### src/rtl/sqrt_job_sequencer.sv
// rtl/sqrt_job_sequencer.sv - radicand FIFO and job sequencer in front of the iterative sqrt core
// Optional tag passthrough enabled by defining SQRT_SEQ_TAG_EN.
module sqrt_job_sequencer #(
   parameter int DEPTH = 4,
   parameter int TAG_W = 4
) (
   input  logic                   clk,
   input  logic                   rst,
   input  logic                   in_valid,
   output logic                   in_ready,
   input  logic [31:0]            in_data,
`ifdef SQRT_SEQ_TAG_EN
   input  logic [TAG_W-1:0]       in_tag,
   output logic [TAG_W-1:0]       out_tag,
`endif
   output logic                   out_valid,
   input  logic                   out_ready,
   output logic [31:0]            out_data,
   output logic                   core_start,
   output logic [31:0]            core_radicand,
   input  logic                   core_busy,
   input  logic                   core_done,
   input  logic [31:0]            core_root,
   output logic                   seq_busy,
   output logic [$clog2(DEPTH):0] pending
);

   localparam int AW = $clog2(DEPTH);

   typedef enum logic [1:0] {S_IDLE, S_ISSUE, S_WAIT, S_STALL} state_t;

   state_t        state_q, state_d;
   logic [31:0]   mem_data [DEPTH];
   logic [AW-1:0] wr_ptr, rd_ptr;
   logic [AW:0]   count;
   logic          full, empty, push, pop;
   logic          slot_free, issue_ok, load;
   logic [15:0]   root_q;
   logic          unused_root;

   assign full     = (count == (AW+1)'(DEPTH));
   assign empty    = (count == '0);
   assign in_ready = !full;
   assign push     = in_valid && !full;

   assign slot_free = !out_valid || out_ready;
   assign issue_ok  = !empty && !core_busy;

   // ---------------------------------------------------------------- FIFO
   always_ff @(posedge clk or posedge rst) begin
      if (rst) begin
         wr_ptr <= '0;
         rd_ptr <= '0;
         count  <= '0;
      end else begin
         if (push) wr_ptr <= wr_ptr + AW'(1);
         if (pop)  rd_ptr <= rd_ptr + AW'(1);
         case ({push, pop})
            2'b10:   count <= count + (AW+1)'(1);
            2'b01:   count <= count - (AW+1)'(1);
            default: count <= count;
         endcase
      end
   end

   always_ff @(posedge clk) begin
      if (push) mem_data[wr_ptr] <= in_data;
   end

   // ---------------------------------------------------------------- FSM
   always_ff @(posedge clk or posedge rst) begin
      if (rst) state_q <= S_IDLE;
      else     state_q <= state_d;
   end

   always_comb begin
      state_d = state_q;
      case (state_q)
         S_IDLE:  if (issue_ok) state_d = S_ISSUE;
         S_ISSUE: state_d = S_WAIT;
         S_WAIT: begin
            if (core_done) begin
               if (slot_free) state_d = issue_ok ? S_ISSUE : S_IDLE;
               else           state_d = S_STALL;
            end
         end
         S_STALL: if (slot_free) state_d = issue_ok ? S_ISSUE : S_IDLE;
         default: state_d = S_IDLE;
      endcase
   end

   always_comb begin
      core_start = 1'b0;
      pop        = 1'b0;
      load       = 1'b0;
      case (state_q)
         S_ISSUE: begin
            core_start = 1'b1;
            pop        = 1'b1;
         end
         S_WAIT:  load = core_done && slot_free;
         // core_root stays stable in STALL because no new start has gone out
         S_STALL: load = slot_free;
         default: ;
      endcase
   end

   assign core_radicand = core_start ? mem_data[rd_ptr] : 32'd0;

   // ---------------------------------------------------------------- result register
   always_ff @(posedge clk or posedge rst) begin
      if (rst) begin
         out_valid <= 1'b0;
         root_q    <= '0;
      end else if (load) begin
         out_valid <= 1'b1;
         root_q    <= core_root[15:0];
      end else if (out_ready) begin
         out_valid <= 1'b0;
      end
   end

   assign out_data    = {16'd0, root_q};
   assign unused_root = ^core_root[31:16];

`ifdef SQRT_SEQ_TAG_EN
   logic [TAG_W-1:0] mem_tag [DEPTH];
   logic [TAG_W-1:0] flight_tag;

   always_ff @(posedge clk) begin
      if (push) mem_tag[wr_ptr] <= in_tag;
   end

   always_ff @(posedge clk or posedge rst) begin
      if (rst) begin
         flight_tag <= '0;
         out_tag    <= '0;
      end else begin
         if (pop)  flight_tag <= mem_tag[rd_ptr];
         if (load) out_tag    <= flight_tag;
      end
   end
`else
   logic [TAG_W-1:0] unused_tag;
   assign unused_tag = '0;
`endif

   assign seq_busy = (state_q != S_IDLE) || !empty;
   assign pending  = count;

endmodule

### config.mk
export PLATFORM = sky130hd
export DESIGN_NAME = sqrt_job_sequencer
export DESIGN_NICKNAME = d
export VERILOG_FILES = /design/src/rtl/sqrt_job_sequencer.sv
export SDC_FILE = /design/constraint.sdc
export NUM_CORES = 1
export LEC_CHECK = 0
export ABC_AREA = 1
export CAP_MARGIN = 20
export CORE_MARGIN = 2
export CORE_UTILIZATION = 30
export DETAILED_ROUTE_END_ITERATION = 8
export PLACE_DENSITY = 0.61
export SYNTH_ARGS = -nofsm -noshare
export SYNTH_HDL_FRONTEND = slang
export SYNTH_SLANG_ARGS = --single-unit
### constraint.sdc
create_clock -name clk -period 2.9 [get_ports clk]
set_input_delay 0.58 -clock clk [delete_from_list [all_inputs] [get_ports clk]]
set_output_delay 0.58 -clock clk [all_outputs]
set_load 0.005 [all_outputs]
# Yosys cells after proc, flatten, opt, wreduce, memory -nomap -nowiden
# Memory sizes are Yosys's and may differ from the RTL's.
# Index checks and enable logic that the tools add are counted.
totals:
  reg_bits: 26
  latchBits: 0
  ram_bits: 128
  mem_bits_ro: 0
  output_inout_bits: 71
  word_cells: 49
  n_memories: 1
op_classes:
  n_addsub: 4
  mul: 0
  n_div: 0
  magnitude_cmp: 0
  n_eq_ne: 9
  n_shift: 0
  n_mux: 14
  n_bitwise: 0
  reduce_logical: 15
memory_table:
  columns: ["name", "words", "word_bits", "read_ports", "rd_ports_with_merged_regs", "wr", "line_no", "rtl"]
  rows:
  - ["mem_data", 4, 32, 1, 0, 1, "33", "logic [31:0] mem_data [DEPTH];"]
op_table:
  columns: ["cell", "n"]
  rows:
  - ["$mux W32", 1]
  - ["$mux W2", 4]
  - ["$pmux W2 S4", 1]
  - ["$eq A2 B2 Y1 const B", 3]
  - ["$mux W1", 6]
  - ["$ne A2 B2 Y1 const B", 3]
  - ["$pmux W3 S2", 1]
  - ["$reduce_bool A2 Y1", 3]
  - ["$add A2 B1 Y2 const B", 2]
  - ["$eq A2 B1 Y1 const B", 2]
  - ["$logic_not A1 Y1", 4]
  - ["$add A3 B1 Y3 const B", 1]
  - ["$eq A3 B3 Y1 const B", 1]
  - ["$logic_and A1 B1 Y1", 3]
  - ["$logic_not A3 Y1", 1]
  - ["$reduce_and A3 Y1", 1]
  - ["$sub A3 B1 Y3 const B", 1]
  - ["$logic_not A2 Y1", 1]
  - ["$logic_or A1 B1 Y1", 2]
  - ["$pmux W1 S2", 1]

# Logic depth before layout (Yosys ltp)
# Gate-level depths: netlist (run 1).
depth:
  depth_word: 7
  ltp_mapped: 9

# Worst setup path after synthesis (run 1)
# No wires, ideal clock.
synth_timing:
  path_kind: "flip-flop to flip-flop"
  from: "reg count[0], in the netlist pending[0]"
  to: "mem mem_data[0][0], enable pin"
  setup_time_ps: 421
  arrival_time_ps: 2058
  path_slack_ps: 421
  stages_incl_launch_ff: 5
  n_path_buf: 0
  path_cell_list: "dfrtp_1 nor2_1 nand2_1 nand2_2 nor2_1"
synth_between:
  elab_chain_len: 5
synth_rtl:
  columns: ["element", "line_no", "rtl"]
  rows:
  - ["start, declared", "35", "logic [AW:0] count;"]
  - ["start signal, assigned", "59", "2'b10: count <= count + (AW+1)'(1);"]
  - ["start signal, assigned", "60", "2'b01: count <= count - (AW+1)'(1);"]
  - ["start signal, assigned", "61", "default: count <= count;"]
  - ["$eq A3 B3 Y1", "41", "assign full = (count == (AW+1)'(DEPTH));"]
  - ["$logic_not A1 Y1", null, null]
  - ["named net in_ready", "10", "output logic in_ready,"]
  - ["$logic_and A1 B1 Y1", "44", "assign push = in_valid && !full;"]
  - ["$mux W1", "67", "if (push) mem_data[wr_ptr] <= in_data;"]
  - ["$mux W1 (implied by the code)", "67", null]
  - ["end, declared", "33", null]
# The timed path passes the listed nets, and every way through them passes these cells.

# Worst setup path in the final report (run 1)
layout_timing:
  from: "reg rd_ptr[0]"
  to: "out core_radicand[17]"
layout_between:
  elab_chain_len: 2
layout_rtl:
  columns: ["element", "line_no", "rtl"]
  rows:
  - ["start, declared", "34", "logic [AW-1:0] wr_ptr, rd_ptr;"]
  - ["start signal, assigned", "57", "if (pop) rd_ptr <= rd_ptr + AW'(1);"]
  - ["$mem_v2 Z4 W32", null, null]
  - ["$mux W32", "108", "assign core_radicand = core_start ? mem_data[rd_ptr] : 32'd0;"]
  - ["end, declared", "20", "output logic [31:0] core_radicand,"]
# No other way between the ends.

==> impl_results.md, run 1 <==
- Placed Instance Area: 7750 um^2
- Detailed Routing Iterations Pass 1: 5
- Fmax: 366 MHz
- Final hold viol count: 0
- GRT Resource Usage Total: 12.9%
- Slew headroom: 52.4%
- Dpl cells: 912
- Setup repair bufs after CTS: 0
- CTS Buffer Depth: 2
- HPWL after DPL: 8580 um
- Clock skew: 7.19 ps
- Status: completed
- Core Region: 20,800 um^2
- Initial Util: 30.4%
- Vias per inst: 4.37
- Top_reg_cell synth: edfxtp_1
- Fraction of layout cells with a size suffix above 1: 9.12%
- Routed Wire Length: 13,700 um
- Number of global-route vias before repair: 3,948
- Worst path required time: 2320 ps
- CTS Buf Count: 17
- CTS H-Tree Depth: 4
- Worst Setup SP: rd_ptr[0]
- Sequential fraction of the synthesis area: 71.1%
- Ys Warns: 0
- Io pins: 141
- Syn_area_per_cell: 11.8 um^2
- N_diodes: 0
- GPL Wtd Cong: 0.663
- R2R setup slack: 610 ps
- Hold depth: 2
- Worst Max-Slew Pin Slew: 710 ps
- Worst setup SP type: flip-flop
- Type of the worst setup path: reg -> out
- Final Cycle Share: 94.2%
- Post-synth EDFFs: 128
- Crit path largest cell delay: 530 ps
- Worst vdd ir: 482 uV
- Hold EP: root_q[7]
- Final max-slew violation count: 0
- Most common cell after layout, fill and taps aside: nor2_1
- Largest net degree at the start of global routing: 44
- Die H: 149 um
- Nets: 732
- Most frequent cells in the layout: nor2_1, edfxtp_1, clkdlybuf4s50_1
- Die area: 22,300 um^2
- Reg2Reg Depth: 9
- Rows: 53
- Reg-to-Reg End: pending[2]
- Setup Viol. Count Final: 0
- Crit-path slowest cell: clkdlybuf4s50_1
- Mapped Area: 6320 um^2
- Vias: 4,121
- Fin Hold WS: 488 ps
- CTS Sinks: 154
- Arr. time, crit path: 2150 ps
- Hold Path Class: reg -> reg
- Initial DRC Count: 187
- Avg WL per Cell: 14.6 um
- PD cells: 1000 nW/um^2
- TNS Setup: 0 ps
- Syn Inst Count: 538
- First-pass GRT wire length: 21,100 um
- Synth cell types: 24
- RSZ-0062 raised after global routing: false
- Post-route cell area: 8330 um^2
- Asr flop ratio synth: 16.9%
- GR Overflow Total: 0
- TritonCTS clock tree: done
- FF+latch count, synth: 154
- Initial antenna violation count: 0
- Area Overhead vs Synth: 31.7%
- Min cycle time layout: 2730 ps
- Hold path start: root_q[7]
- Static Leak: 3.05 nW
- Crit-path cells: buf_6 > nor2_1 > nor2_1 > o21ai_0 > a21oi_1 > clkdlybuf4s50_1
- IO Port Bufs: 108
- Die width: 149 um
- Root Driver: clkbuf_16
- Crit-path max FO: 43
- Worst r2r src: pending[0]
- Clock Latency Late Sink: 420 ps
- CP Capture Type: output port
- ANT nets after route: 0
- Crit-path most repeated cell: nor2_1
- Clock slew at reported path FFs: 60 ps
- Max-Cap Viols: 0
- DRC viols: 0
- Fin cells: 944
worst max path at each step:
stage	to	slack [ps]
global placement	pending[2]	490
finish	core_radicand[17]	170
detailed placement	core_radicand[17]	450
global route	core_radicand[1]	10
CTS	core_radicand[10]	60
floorplan	mem_data[0][0]	420
logic make-up (layout without fill, tap and decap cells):
family,Yosys count,count (layout),synth area share (%)
xor gates and xnor gates,5,5,0.693
DFF,154,154,71.1
AOI/OAI and AO/OA,119,119,9.72
other,1,16,0.0593
adders and majority gates,6,6,1.31
and+or+nand+nor,175,175,10.6
buffers and inverters,78,194,6.53
critical path: cells and delay by family (launching register included):
| family | cells | cell delay (ps) |
|---|---|---|
| AOI/OAI and AO/OA | 2 | 300 |
| buffers and inverters | 2 | 840 |
| DFF | 1 | 390 |
| and+or+nand+nor | 2 | 190 |
cells in the mapped netlist, types with 3 or more instances:
cell type	count	area (um^2)
nor2_1	141	529
edfxtp_1	128	3840
o21ai_0	49	245
a21oi_1	34	170
o21ai_1	34	170
inv_1	33	124
nand2_1	29	109
dfrtp_1	26	651
buf_4	19	143
clkbuf_1	9	33.8
buf_2	8	40.0
buf_6	5	56.3
ha_1	5	62.6
xor2_1	4	35.0
inv_2	3	11.3
nand3_1	3	15.0
cell type report:
class | count | area, um^2
repair buffers | 126 | 1280
clock inverters | 15 | 140
well taps | 275 | 344
fillers | 2008 | 12500
flip-flops and latches | 154 | 4500
clock buffers | 17 | 425
multi-input cells | 321 | 1500
inverters | 36 | 136
timing repair:
item                       in CTS  in global routing
gates resized for setup         1                  2
setup endpoints to repair       1                  9
pin swaps                       0                  0
hold buffers                    0                  0
state kept, by name, indices dropped and copies added, names as in the netlist:
name / cells
rd_ptr: 2
root_q: 16
pending: 3
state_q: 2
out_valid: 1
mem_data: 128
wr_ptr: 2
report_power, final:
group,internal [mW],total [mW],switching [mW]
sequential,2.97,3.18,0.214
combinational,1.38,3.09,1.71
clock,1.19,2.10,0.902
routing by layer:
layer | wire length [um] | up-vias | GRT usage, %
li1 | - | 2034 | -
met1 | 5950 | 1956 | 15.6
met2 | 6710 | 115 | 21.5
met3 | 864 | 16 | 4.19
met4 | 214 | 0 | 4.90
met5 | 0 | - | 0
stage by stage:
step / total power, mW / util (%) / setup slack [ps]
final: 8.37 / 40.0 / 169
after global routing: 8.96 / 40.0 / 14.7
after CTS: 8.54 / 40.0 / 59.4
after detailed placement: 6.39 / 37.2 / 445
after global placement: 6.33 / 37.2 / 486
after floorplan: 4.90 / - / 421
No activity file was read; power rests on OpenSTA's default activity.
==> inputs of run 2 (changes only) <==
--- a/config.mk
+++ b/config.mk
@@ -11,6 +11,7 @@
 export CORE_UTILIZATION = 30
 export DETAILED_ROUTE_END_ITERATION = 8
 export PLACE_DENSITY = 0.61
+export RECOVER_POWER = 50
 export SYNTH_ARGS = -nofsm -noshare
 export SYNTH_HDL_FRONTEND = slang
 export SYNTH_SLANG_ARGS = --single-unit
==> impl_results.md, run 2 (synthesis gave the netlist of run 1 again) <==
- P_int: 5.52 mW (-0.51%)
- Most common cell after layout, fill and taps aside: nor2_1
- Routed Wire Length: 13,700 um (-0.17%)
- CTS Buffer Depth: 2 (unchanged)
- Type of the worst setup path: reg -> out
- Hold path start: root_q[15]
- Fmax: 366 MHz (-0.12%)
- ANT nets after route: 0 (unchanged)
- Arr. time, crit path: 2150 ps (about the same)
- IO Port Bufs: 108 (unchanged)
- Worst setup SP type: flip-flop
- Setup repair bufs after CTS: 0 (unchanged)
- Final hold viol count: 0 (unchanged)
- Io pins: 141 (unchanged)
- Core Region: 20,800 um^2 (unchanged)
- TNS Setup: 0 ps (unchanged)
- Sw Ratio: 33.7% (-0.044 points)
- GRT Resource Usage Total: 12.9% (unchanged)
- Avg WL per Cell: 14.5 um (-0.27%)
- Root Driver: clkbuf_16
- Worst path required time: 2320 ps (about the same)
- PD cells: 1000 nW/um^2 (-0.16%)
- Clock Latency Late Sink: 420 ps (about the same)
- Final max-slew violation count: 0 (unchanged)
- Sw power: 2.80 mW (-0.71%)
- Fraction of layout cells with a size suffix above 1: 8.22% (-0.90 points)
- Slew headroom: 2.66% (-50 points)
- Die width: 149 um (unchanged)
- Biggest register: mem_data
- CTS H-Tree Depth: 4 (unchanged)
- Vias per inst: 4.35 (-0.37%)
- DRC viols: 0 (unchanged)
- Most frequent cells in the layout: nor2_1, edfxtp_1, clkdlybuf4s50_1
- Clock slew at reported path FFs: 60 ps (about the same)
- # hold bufs at CTS: 0 (unchanged)
- Worst Setup SP: rd_ptr[0]
- GR Overflow Total: 0 (unchanged)
- Reg2Reg Depth: 9 (unchanged)
- Worst Max-Slew Pin Slew: 1460 ps (+750 ps)
- Largest net degree at the start of global routing: 44 (unchanged)
- Final Cycle Share: 94.3% (+0.11 points)
- Static Leak: 3.04 nW (-0.24%)
- TritonCTS clock tree: done
- Sequential share of power: 38.1% (about the same)
- Max FFs per register: 128 (unchanged)
- Clock skew: 8.60 ps (+1.41 ps)
- Hold Path Class: reg -> reg
- Fin Hold WS: 487 ps (-0.669 ps)
- Clock group share of total power: 25.2% (about the same)
- Area Overhead vs Synth: 31.1%
- Combinational share of power: 36.7% (-0.2 points)
- Status: completed
- Max-Cap Viols: 0 (unchanged)
- Nets: 732 (unchanged)
- Hold depth: 2 (unchanged)
- Number of global-route vias before repair: 3,948 (unchanged)
- Setup Viol. Count Final: 0 (unchanged)
- CP Capture Type: output port
- CTS Sinks: 154 (unchanged)
- RSZ-0062 raised after global routing: false
- First-pass GRT wire length: 21,100 um (unchanged)
- GPL Wtd Cong: 0.663 (unchanged)
- Die H: 149 um (unchanged)
- Worst r2r src: pending[0]
- Vias: 4,110 (-0.27%)
- Initial antenna violation count: 1 (+1)
- Worst vdd ir: 480 uV (-0.51%)
- Crit-path max FO: 43 (unchanged)
- Min cycle time layout: 2730 ps (+3.15 ps)
- Initial DRC Count: 205 (+9.6%)
- Detailed Routing Iterations Pass 1: 5 (unchanged)
- Die area: 22,300 um^2 (unchanged)
- HPWL after DPL: 8580 um (unchanged)
- Rows: 53 (unchanged)
- Initial Util: 30.4% (unchanged)
- CTS Buf Count: 17 (unchanged)
==> run 2: critical path, stage by stage, from the launching register on <==
cell             delay [ps]
dfrtp_2                 390
buf_6                   310
nor2_1                   90
nor2_1                  100
o21ai_0                 100
a21oi_1                 200
clkdlybuf4s50_1         530
==> run 2: final cells by class <==
class	instances	area, um^2
sequential	154	4500
multi-input combinational	321	1480
timing repair buffer	126	1270
tap	275	344
fill	2007	12500
inverter	36	136
antenna	1	2.50
clock inverter	15	140
clock buffer	17	425
==> run 2: worst paths after layout <==
kind | endpoint | slack, ps
worst min-delay path | root_q[15] | 490
worst max-delay path | core_radicand[17] | 170
worst min register to register | root_q[15] | 490
max in group asynchronous | rd_ptr[1] | 840
min in group asynchronous | root_q[0] | 1090
worst max register to register | pending[2] | 480
==> run 2: power groups by stage <==
| stage | registers (mW) | logic, mW | clock network [mW] |
|---|---|---|---|
| 4_1_cts | 3.18 | 3.19 | 2.16 |
| 5_1_grt | 3.23 | 3.44 | 2.25 |
| 2_1_floorplan | 3.20 | 1.70 | 0 |
| 3_3_place_gp | 3.21 | 3.12 | 0 |
| 6_report | 3.17 | 3.05 | 2.10 |
| 3_5_place_dp | 3.22 | 3.17 | 0 |
==> run 2: stage by stage <==
stage / instance area, um^2 / cells / power [mW] / worst slack [ps] / util, %
CTS: 8320 / 944 / 8.54 / 59.4 / 40.0
global placement: 7750 / 912 / 6.33 / 486 / 37.2
floorplan: 6380 / 553 / 4.90 / 421 / -
finish: 8290 / 945 / 8.32 / 166 / 39.8
global route: 8290 / 944 / 8.91 / 14.7 / 39.8
detailed placement: 7750 / 912 / 6.39 / 445 / 37.2
==> run 2: what timing repair did <==
action | CTS | global route
endpoints found under the setup margin | 1 | 9
gates resized for setup | 1 | 2
pin swaps | 0 | 0
==> run 2: routing by layer <==
| layer | up-vias | wire (um) | part of all wire (%) | GRT usage (%) |
|---|---|---|---|---|
| met4 | 0 | 208 | 1.5 | 4.90 |
| met1 | 1948 | 6020 | 44 | 15.6 |
| met2 | 109 | 6690 | 49 | 21.5 |
| met5 | - | 0 | 0 | 0 |
| li1 | 2037 | - | - | - |
| met3 | 16 | 790 | 5.8 | 4.19 |
==> inputs of run 3 (changes only) <==
==> constraint.sdc (replaced) <==
create_clock -name clk -period 2.6 [get_ports clk]
set_input_delay 0.52 -clock clk [delete_from_list [all_inputs] [get_ports clk]]
set_output_delay 0.52 -clock clk [all_outputs]
set_load 0.005 [all_outputs]
==> impl_results.md, run 3 (synthesis gave the netlist of run 1 again) <==
- Status: completed
- GRT Resource Usage Total: 13.0% (+0.12 points)
- Final Cycle Share: 95.4%
- Crit-path max FO: 16 (-63%)
- Core Region: 20,800 um^2 (unchanged)
- Max FFs per register: 128 (unchanged)
- Worst vdd ir: 588 uV (+23%)
- Max-Cap Viols: 0 (unchanged)
- Final max-slew violation count: 0 (unchanged)
- Arr. time, crit path: 1960 ps (-190 ps)
- Nets: 748 (+2.2%)
- Initial Util: 30.4% (unchanged)
- WL met3: 787 um (-0.38%)
- Setup Viol. Count Final: 0 (unchanged)
- Routed Wire Length: 14,200 um (+3.5%)
- CP Capture Type: output port
- Rows: 53 (unchanged)
- Die area: 22,300 um^2 (unchanged)
- CTS Buf Count: 17 (unchanged)
- Detailed Routing Iterations Pass 1: 4 (-1)
- Wl on met1: 6160 um (+2.4%)
- GPL Wtd Cong: 0.696 (+5.1%)
- Clock slew at reported path FFs: 60 ps (about the same)
- Io pins: 141 (unchanged)
- Min cycle time layout: 2480 ps
- Placed Instance Area: 7780 um^2 (+0.39%)
- CTS Sinks: 154 (unchanged)
- Fmax: 403 MHz
- CTS Buffer Depth: 2 (unchanged)
- Final hold viol count: 0 (unchanged)
- Worst setup SP type: flip-flop
- Biggest register: mem_data
- DRC viols: 0 (unchanged)
- Worst path required time: 2080 ps (-240 ps)
- Worst Max-Slew Pin Slew: 1470 ps (+8.42 ps)
- Initial antenna violation count: 1 (unchanged)
- CTS H-Tree Depth: 4 (unchanged)
- First-pass GRT wire length: 21,600 um (+2.1%)
- # hold bufs at CTS: 0 (unchanged)
- Final core utilization: 41.1% (+1.3 points)
- Initial DRC Count: 296 (+44%)
- Clock Latency Late Sink: 420 ps (about the same)
- Root Driver: clkbuf_16
- Vias: 4,206 (+2.3%)
- Most frequent cells in the layout: nor2_1, edfxtp_1, o21ai_0
- Vias per inst: 4.38 (+0.63%)
- Largest net degree at the start of global routing: 35 (-20%)
- HPWL after DPL: 8360 um (-2.5%)
- Fin Hold WS: 480 ps (-7.85 ps)
- Most common cell after layout, fill and taps aside: nor2_1
- GR Overflow Total: 0 (unchanged)
- Area Overhead vs Synth: 35.5%
- TritonCTS clock tree: done
- Clock skew: 7.05 ps (-1.55 ps)
- Die H: 149 um (unchanged)
- Number of global-route vias before repair: 4,083 (+3.4%)
- Slew headroom: 2.10% (-0.56 points)
- Fraction of layout cells with a size suffix above 1: 10.7% (+2.4 points)
- IO Port Bufs: 108 (unchanged)
- Avg WL per Cell: 14.8 um (+1.7%)
- Die width: 149 um (unchanged)
- Hold Path Class: reg -> reg
- ANT nets after route: 0 (unchanged)
- Post-route cell area: 8570 um^2 (+3.3%)
- PD cells: 1130 nW/um^2 (+12%)
- WL met2: 7050 um (+5.3%)
- Type of the worst setup path: reg -> out
- Final Power: 9.65 mW (+16%)
- Top Layer Used: met4
- Static Leak: 3.48 nW (+14%)
-- run 3: cell type report --
cell class | count | area (um^2)
well taps | 275 | 344
clock inverters | 15 | 164
fillers | 1957 | 12300
multi-input cells | 321 | 1500
clock buffers | 17 | 425
flip-flops and latches | 154 | 4500
inverters | 36 | 149
diodes | 1 | 2.50
repair buffers | 142 | 1490
-- run 3: path summary, 6_finish.rpt --
path	from	to	slack, ps	cells after the start
setup / recovery	rd_ptr[1]	core_radicand[7]	120	8
hold / removal	root_q[1]	root_q[1]	480	2
setup reg to reg	pending[0]	mem_data[0][28]	330	6
hold reg to reg	root_q[1]	root_q[1]	480	2
max in group asynchronous	rst	rd_ptr[0]	600	3
min in group asynchronous	rst	root_q[0]	1030	3
-- run 3: power by group --
part | leakage [nW] | internal, mW | switching (mW)
logic | 1.70 | 1.67 | 1.99
clock network | 0.288 | 1.44 | 1.01
registers | 1.49 | 3.31 | 0.239
-- run 3: worst max-delay path, cell delays in order (launching register included) --
cell	delay, ps
dfrtp_1	360
buf_6	140
clkinvlp_4	110
buf_4	160
clkbuf_16	180
nor2_1	110
o21ai_1	60
a21oi_1	170
dlygate4sd2_1	260
-- run 3: through the flow --
stage | std cells | TNS, ps | setup WS (ps)
floorplan | 553 | 0 | 121
global placement | 916 | 0 | 239
detailed placement | 916 | 0 | 212
CTS | 948 | -95.6 | -51.6
global route | 960 | -23.1 | -8.76
finish | 961 | 0 | 120
-- run 3: routing by layer --
metal	vias up	GRT usage (%)
li1	2070	-
met1	2016	15.6
met2	106	22.0
met3	14	4.13
met4	0	4.86
met5	-	0
-- run 3: timing repair --
action,CTS,global route
setup buffers,0,9
endpoints found under the setup margin,32,15
gates resized for setup,28,21
cloned,0,3
pin swaps,8,2
